## config.mk

```make
export PLATFORM = sky130hd
export DESIGN_NAME = alu_op_sequencer
export DESIGN_NICKNAME = d
export VERILOG_FILES = /design/src/rtl/alu_pkg.sv /design/src/rtl/alu_op_sequencer.sv
export SDC_FILE = /design/constraint.sdc
export NUM_CORES = 1
export LEC_CHECK = 0
export BUFFER_PORTS_ARGS = -buffer_cell sky130_fd_sc_hd__buf_2
export CAP_MARGIN = 40
export CELL_PAD_IN_SITES_DETAIL_PLACEMENT = 1
export CELL_PAD_IN_SITES_GLOBAL_PLACEMENT = 2
export CORE_AREA = 2 2 103 105
export DETAILED_ROUTE_END_ITERATION = 6
export DIE_AREA = 0 0 105 107
export GPL_ROUTABILITY_DRIVEN = 0
export GPL_TIMING_DRIVEN = 0
export PLACE_DENSITY_LB_ADDON = 0.1
export SYNTH_ARGS = -nofsm -noshare
export SYNTH_HDL_FRONTEND = slang
export SYNTH_SLANG_ARGS = --single-unit
```

## constraint.sdc

```tcl
create_clock -name clk -period 3.75 [get_ports clk]
set_input_delay 0.1875 -clock clk [delete_from_list [all_inputs] [get_ports clk]]
set_output_delay 0.1875 -clock clk [all_outputs]
set_load 0.03 [all_outputs]
```

## src/rtl/alu_pkg.sv

```systemverilog
// Shared definitions for the ALU execute sequencer: opcodes, FSM states and
// per-opcode execute latency.
package alu_pkg;

    localparam logic [2:0] OP_ADD = 3'b000;
    localparam logic [2:0] OP_SUB = 3'b001;
    localparam logic [2:0] OP_AND = 3'b010;
    localparam logic [2:0] OP_OR  = 3'b011;
    localparam logic [2:0] OP_MUL = 3'b100;
    localparam logic [2:0] OP_DIV = 3'b101;

    typedef enum logic [1:0] {
        ST_IDLE = 2'd0,
        ST_EXEC = 2'd1,
        ST_WB   = 2'd2,
        ST_RESP = 2'd3
    } state_t;

    // Cycles the ALU needs before its result may be sampled.
    function automatic int op_latency(input logic [2:0] op, input int mul_lat, input int div_lat);
        case (op)
            OP_MUL:  return mul_lat;
            OP_DIV:  return div_lat;
            default: return 1;
        endcase
    endfunction

endpackage

```

## src/rtl/alu_op_sequencer.sv

```systemverilog
// Multi-cycle execute controller: IDLE -> EXEC -> WB -> RESP handshake sequencer.
// Optional ALU_OPSEQ_PERF_EN adds perf_ops / perf_busy counters.
module alu_op_sequencer
    import alu_pkg::*;
#(
    parameter int DW      = 16,
    parameter int MUL_LAT = 4,
    parameter int DIV_LAT = 8
) (
    input  logic          clk,
    input  logic          rst_n,
    input  logic          req_valid,
    output logic          req_ready,
    input  logic [2:0]    req_op,
    input  logic [DW-1:0] req_a,
    input  logic [DW-1:0] req_b,
    input  logic          req_store,
    output logic [2:0]    alu_op,
    output logic          alu_sub,
    output logic [DW-1:0] alu_a,
    output logic [DW-1:0] alu_b,
    input  logic [DW-1:0] alu_result,
    output logic          mem_write,
    output logic          rsp_valid,
    input  logic          rsp_ready,
    output logic [DW-1:0] rsp_data,
    output logic          rsp_err
`ifdef ALU_OPSEQ_PERF_EN
    ,
    output logic [31:0]   perf_ops,
    output logic [31:0]   perf_busy
`endif
);

    localparam int MAX_LAT = (MUL_LAT > DIV_LAT) ? MUL_LAT : DIV_LAT;
    localparam int CW      = $clog2(MAX_LAT + 1);

    state_t        state_reg;
    logic [CW-1:0] cnt_reg;
    logic          store_reg;

    logic accept;
    logic illegal_op;
    logic div_zero;

    always_comb begin
        accept     = req_valid && req_ready;
        illegal_op = (req_op[2:1] == 2'b11);
        div_zero   = (req_op == OP_DIV) && (req_b == '0);
    end

    always_ff @(posedge clk) begin
        if (!rst_n) begin
            state_reg <= ST_IDLE;
            cnt_reg   <= '0;
            store_reg <= 1'b0;
            req_ready <= 1'b1;
            alu_op    <= OP_ADD;
            alu_sub   <= 1'b0;
            alu_a     <= '0;
            alu_b     <= '0;
            mem_write <= 1'b0;
            rsp_valid <= 1'b0;
            rsp_data  <= '0;
            rsp_err   <= 1'b0;
        end else begin
            mem_write <= 1'b0;
            case (state_reg)
                ST_IDLE: begin
                    if (accept) begin
                        req_ready <= 1'b0;
                        store_reg <= req_store;
                        if (illegal_op || div_zero) begin
                            // Error ops never reach the ALU; the result is decided here.
                            rsp_err   <= 1'b1;
                            rsp_data  <= {DW{div_zero}};
                            state_reg <= ST_WB;
                        end else begin
                            rsp_err   <= 1'b0;
                            alu_op    <= req_op;
                            alu_sub   <= (req_op == OP_SUB);
                            alu_a     <= req_a;
                            alu_b     <= req_b;
                            cnt_reg   <= CW'(op_latency(req_op, MUL_LAT, DIV_LAT) - 1);
                            state_reg <= ST_EXEC;
                        end
                    end
                end
                ST_EXEC: begin
                    if (cnt_reg == '0) begin
                        rsp_data  <= alu_result;
                        alu_sub   <= 1'b0;
                        mem_write <= store_reg;
                        state_reg <= ST_WB;
                    end else begin
                        cnt_reg <= cnt_reg - 1'b1;
                    end
                end
                ST_WB: begin
                    rsp_valid <= 1'b1;
                    state_reg <= ST_RESP;
                end
                ST_RESP: begin
                    if (rsp_ready) begin
                        rsp_valid <= 1'b0;
                        req_ready <= 1'b1;
                        state_reg <= ST_IDLE;
                    end
                end
                default: state_reg <= ST_IDLE;
            endcase
        end
    end

`ifdef ALU_OPSEQ_PERF_EN
    always_ff @(posedge clk) begin
        if (!rst_n) begin
            perf_ops  <= '0;
            perf_busy <= '0;
        end else begin
            if (state_reg != ST_IDLE)
                perf_busy <= perf_busy + 32'd1;
            if (state_reg == ST_RESP && rsp_ready)
                perf_ops <= perf_ops + 32'd1;
        end
    end
`endif

endmodule

```

# Word level (Yosys, flattened, before mapping)

Cells that the tools add are included.

Output and inout bits: 56
Bits in registers: 63
Input port bits: 56
Word-level logic and storage cells: 74

Bitwise gates (word level): 1
Add/subtract/negate cells: 2
Multiplexer cells: 28
Reduce and logical (&&, ||, !) cells: 18
Equality and inequality tests: 13

Operators by type and width:

| operator                                            | count |
|---|---|
| two-way mux 16 bit                                  | 3 |
| one-hot mux 16 bit (2 select lines)                 | 1 |
| two-way mux 4 bit                                   | 7 |
| zero test 16 bit                                    | 1 |
| one-hot mux 4 bit (2 select lines)                  | 2 |
| != test 2 bit, second input constant                | 6 |
| AND reduction 3 bit                                 | 4 |
| AND reduction 4 bit                                 | 3 |
| two-way mux 2 bit                                   | 4 |
| one-hot mux 2 bit (4 select lines)                  | 1 |
| two-way mux 1 bit                                   | 7 |
| equality test 2 bit, second input constant          | 3 |
| equality test 3 bit, second input constant          | 2 |
| one-hot mux 1 bit (2 select lines)                  | 3 |
| nonzero test 2 bit                                  | 3 |
| zero test 4 bit                                     | 1 |
| AND reduction 2 bit                                 | 2 |
| subtractor 4 x 1 -> 4 bit, second input constant    | 1 |
| subtractor 4 x 2 -> 4 bit, second input constant    | 1 |
| equality test 3 x 1 -> 1 bit, second input constant | 1 |
| equality test 2 x 1 -> 1 bit, second input constant | 1 |
| logical AND 1 bit                                   | 2 |
| zero test 2 bit                                     | 1 |
| logical OR 1 bit                                    | 1 |
| NOT 1 bit                                           | 1 |

# Longest topological paths before layout

Word-level depth: 11
Depth in mapped cells: 10
Gate-level depth less buffers: 8

# Worst setup path before layout

OpenSTA, ideal clock, no wires.

Path kind: register -> register
From: reg state_reg[1]
To: reg rsp_data[10]
Stages on the path, launching flop included: 10
Path slack: 1.765 ns
Data arrival time: 1.864 ns
Setup time: 0.122 ns
Clock period less this slack: 1.985 ns
Data required time: 3.628 ns
Path buffers: 2
Path through: dfxtp_1 -> inv_1 -> ha_1 -> buf_4 -> inv_1 -> nor3_1 -> a21oi_1 -> a311oi_4 -> buf_6 -> a21oi_2

Longest elaborated chain between the ends: 3
Elaborated cells between the ends (all ways): 8
Those cells by class: eq/ne: 4; mux: 1; reduce/logical: 3

RTL lines:

| what                                                            | RTL line               | RTL |
|---|---|---|
| start: declaration                                              | alu_op_sequencer.sv:38 | `state_t state_reg;` |
| start signal: assignment                                        | alu_op_sequencer.sv:54 | `state_reg <= ST_IDLE;` |
| start signal: assignment                                        | alu_op_sequencer.sv:77 | `state_reg <= ST_WB;` |
| start signal: assignment                                        | alu_op_sequencer.sv:85 | `state_reg <= ST_EXEC;` |
| equality test 2 x 1 -> 1 bit or zero test 2 bit (tied branches) | alu_op_sequencer.sv:68 | `case (state_reg)` |
| != test 2 bit (no line) or nonzero test 2 bit (tied branches)   | -                      |  |
| AND reduction 4 bit (no line)                                   | -                      |  |
| end signal: assignment                                          | alu_op_sequencer.sv:76 | `rsp_data <= {DW{div_zero}};` |
| end signal: assignment                                          | alu_op_sequencer.sv:91 | `rsp_data <= alu_result;` |
| end: declaration                                                | alu_op_sequencer.sv:26 | `output logic [DW-1:0] rsp_data,` |

Parallel ways exist; a longest one is shown, timed or not.
A chain may end at the register's enable or synchronous reset.

# Worst setup path in the final report

From: reg state_reg[1]
To: reg rsp_data[4]

The elaborated chain is that of the path after synthesis.

==> load_flow_metrics.sql <==
INSERT INTO impl_metrics (metric_group, metric, value, unit) VALUES
('timing', 'report.final.slew_viol_count', '0', ''),
('status', 'status', 'completed', ''),
('route', 'detail_route.wl_per_cell', '14.6', 'um'),
('synth', 'synth_largest_area_cell', 'sky130_fd_sc_hd__dfxtp_1', ''),
('worst_setup_path', 'timing.rr.end', 'rsp_data[4]', ''),
('finish', 'area_growth', '32.2', '%'),
('min_path', 'hold_end', 'alu_a[15]', ''),
('synth', 'synth.most_common_cell', 'sky130_fd_sc_hd__nand2_1', ''),
('route', 'total_routed_length', '8550', 'um'),
('grt', 'grt_pass1_wl', '13900', 'um'),
('timing', 'final_hold_viol_count', '0', ''),
('finish', 'fill_cells', '1250', ''),
('finish', 'count_of_inserted_antenna_diode_cells', '0', ''),
('timing', 'min_clock_period_post_route', '2.54', 'ns'),
('synth', 'synth_area_leaders', 'sky130_fd_sc_hd__dfxtp_1, sky130_fd_sc_hd__a21boi_2, sky130_fd_sc_hd__nand2_1', ''),
('pwr', 'power.density_cell_area', '705', 'nW/um^2'),
('worst_setup_path', 'critical_path_peak_fanout', '10', ''),
('min_path', 'worst_hold_startpoint', 'req_a[15]', ''),
('grt', 'grt_total_usage', '15.7', '%'),
('die', 'die_area', '11200', 'um^2'),
('cts', 'cts_post_setup_buffers_inserted', '0', ''),
('worst_setup_path', 'critPathCaptureType', 'register', ''),
('cts', 'clk_pin_slew_worst_paths', '0.08', 'ns'),
('route', 'via_count_of_the_routed_design', '2673', ''),
('synth', 'synth_top_area_share', '42.7', '%'),
('die', 'io_pins', '112', ''),
('cts', 'cts_htree_levels', '3', ''),
('timing', 'finClkSkew', '0.00631', 'ns'),
('timing', 'setup-violations-final', '0', ''),
('cts', 'cts_tree', 'done', ''),
('synth', 'syn-num-nets', '383', ''),
('route', 'drtIter0Drc', '52', ''),
('worst_setup_path', 'worstSetupPathType', 'register to register', ''),
('synth', 'yosys_register_bits', '63', ''),
('synth', 'async_flop_share', '0', '%'),
('finish', 'layout.nets', '504', ''),
('timing', 'timing_worst_slew_pin_value', '0.551', 'ns'),
('min_path', 'worstHoldPathCells', '3', ''),
('worst_setup_path', 'worstPathRequired', '3.98', 'ns'),
('worst_setup_path', 'worst_r2r_startpoint', 'state_reg[1]', ''),
('cts', 'cts_root_buffer', 'sky130_fd_sc_hd__clkbuf_8', ''),
('grt', 'grt_antenna_before_repair', '0', ''),
('grt', 'largest_net_degree_at_the_start_of_global_routing', '13', ''),
('die', 'effective_utilization_at_floorplan', '29.2', '%'),
('cts', 'number_of_cts_inserted_buffers', '9', ''),
('cts', 'clock_sinks', '63', ''),
('route', 'antenna_left', '0', ''),
('route', 'detail_route.drc_violations', '0', ''),
('grt', 'vias_in_the_first_global_route', '2807', ''),
('worst_setup_path', 'critPathLaunchType', 'register', ''),
('synth', 'seq_area_frac_synth', '42.7', '%'),
('cts', 'clock_tree.buffer_depth', '2', ''),
('place', 'port-buffer-count', '110', ''),
('cts', 'cts-hold-fix-buffers', '0', ''),
('pwr', 'ir_worst_vdd', '235', 'uV'),
('place', 'dp_hpwl', '6530', 'um'),
('worst_setup_path', 'r2r_cells', '9', ''),
('synth', 'synthesis.instances', '322', ''),
('timing', 'peak_freq', '394', 'MHz'),
('pwr', 'p_total', '2.75', 'mW'),
('timing', 'relSlewSlack', '63.0', '%'),
('timing', 'timing.setup.tns', '0', 'ns'),
('place', 'placed_cells', '568', ''),
('finish', 'final_layout_size_suffix_gt1_share', '47.5', '%'),
('run', 'max_cap_violations', '0', ''),
('synth', 'mappedNetlistArea', '2950', 'um^2'),
('synth', 'synth-warning-count', '0', ''),
('die', 'core_region_area', '10100', 'um^2'),
('timing', 'setup_repair_after_global_routing_missed_its_margin', 'no', ''),
('cts', 'cts_resized', '0', ''),
('worst_setup_path', 'regToRegSetupSlack', '1.21', 'ns');
stage by stage:
step                      worst slack (ns)  utilization, %  cell area [um^2]
after floorplan                       1.76               -              2950
after global placement                1.23            36.4              3670
after detailed placement              1.25            36.4              3670
after CTS                             1.23            38.7              3900
after global routing                  1.08            38.7              3900
final                                 1.21            38.7              3900
metal layers:
layer	vias up	routed length, um	track usage, %
met4	0	97	4.57
met1	1252	3910	19.2
met5	-	0	0
li1	1335	-	-
met2	77	4140	26.9
met3	9	395	4.56
power by group:
group / switching [mW] / total (mW) / internal [mW]
Clock: 0.297 / 0.693 / 0.396
Combinational: 0.782 / 1.18 / 0.398
Sequential: 0.0756 / 0.877 / 0.801
worst max path at each step:
stage | from | endpoint | slack [ns]
6_report | state_reg[1] | rsp_data[4] | 1.21
3_5_place_dp | state_reg[1] | rsp_data[9] | 1.25
4_1_cts | state_reg[0] | alu_a[4] | 1.23
5_1_grt | state_reg[0] | alu_a[15] | 1.08
3_3_place_gp | state_reg[1] | rsp_data[13] | 1.23
2_1_floorplan | state_reg[1] | rsp_data[10] | 1.76
layout make-up:
| cell class | count | area share (%) |
|---|---|---|
| buffer | 19 | 3.66 |
| clock buffer | 10 | 3.53 |
| clock inverter | 6 | 2.37 |
| inverter | 7 | 0.673 |
| multi-input combinational | 233 | 39.0 |
| sequential | 63 | 32.3 |
| tap | 136 | 4.36 |
| timing repair buffer | 110 | 14.1 |
layout by cell type, fill, tap and decap left out, types with 3 or more instances in the layout:
cell                       instances
sky130_fd_sc_hd__nand3_1           3
sky130_fd_sc_hd__nand2_2          30
sky130_fd_sc_hd__clkbuf_1         12
sky130_fd_sc_hd__a21boi_0          6
sky130_fd_sc_hd__o21ai_0          22
sky130_fd_sc_hd__buf_12            3
sky130_fd_sc_hd__buf_2           110
sky130_fd_sc_hd__nor2b_1           3
sky130_fd_sc_hd__dfxtp_1          63
sky130_fd_sc_hd__and2_1            3
sky130_fd_sc_hd__a21boi_2         30
sky130_fd_sc_hd__clkbuf_8         10
sky130_fd_sc_hd__nor2_1           12
sky130_fd_sc_hd__inv_1             7
sky130_fd_sc_hd__a21oi_2          10
sky130_fd_sc_hd__ha_1              5
sky130_fd_sc_hd__a21oi_1          11
sky130_fd_sc_hd__nand2_1          66
kinds of logic after synthesis:
| logic type | Yosys count | synth area share [%] |
|---|---|---|
| buf+inv | 26 | 5.72 |
| simple gates | 133 | 22.3 |
| mux | 2 | 0.678 |
| compound gates | 93 | 26.5 |
| fa+ha+maj | 5 | 2.12 |
| flops | 63 | 42.7 |
worst max-delay path, stage by stage (launching register included):
cell	delay [ns]
sky130_fd_sc_hd__dfxtp_1	0.34
sky130_fd_sc_hd__inv_1	0.08
sky130_fd_sc_hd__ha_1	0.15
sky130_fd_sc_hd__buf_4	0.18
sky130_fd_sc_hd__inv_1	0.13
sky130_fd_sc_hd__nor3_1	0.49
sky130_fd_sc_hd__a21oi_1	0.21
sky130_fd_sc_hd__a311oi_4	0.53
sky130_fd_sc_hd__buf_6	0.24
sky130_fd_sc_hd__a21oi_2	0.06
Power figures use the tool's default switching activity.
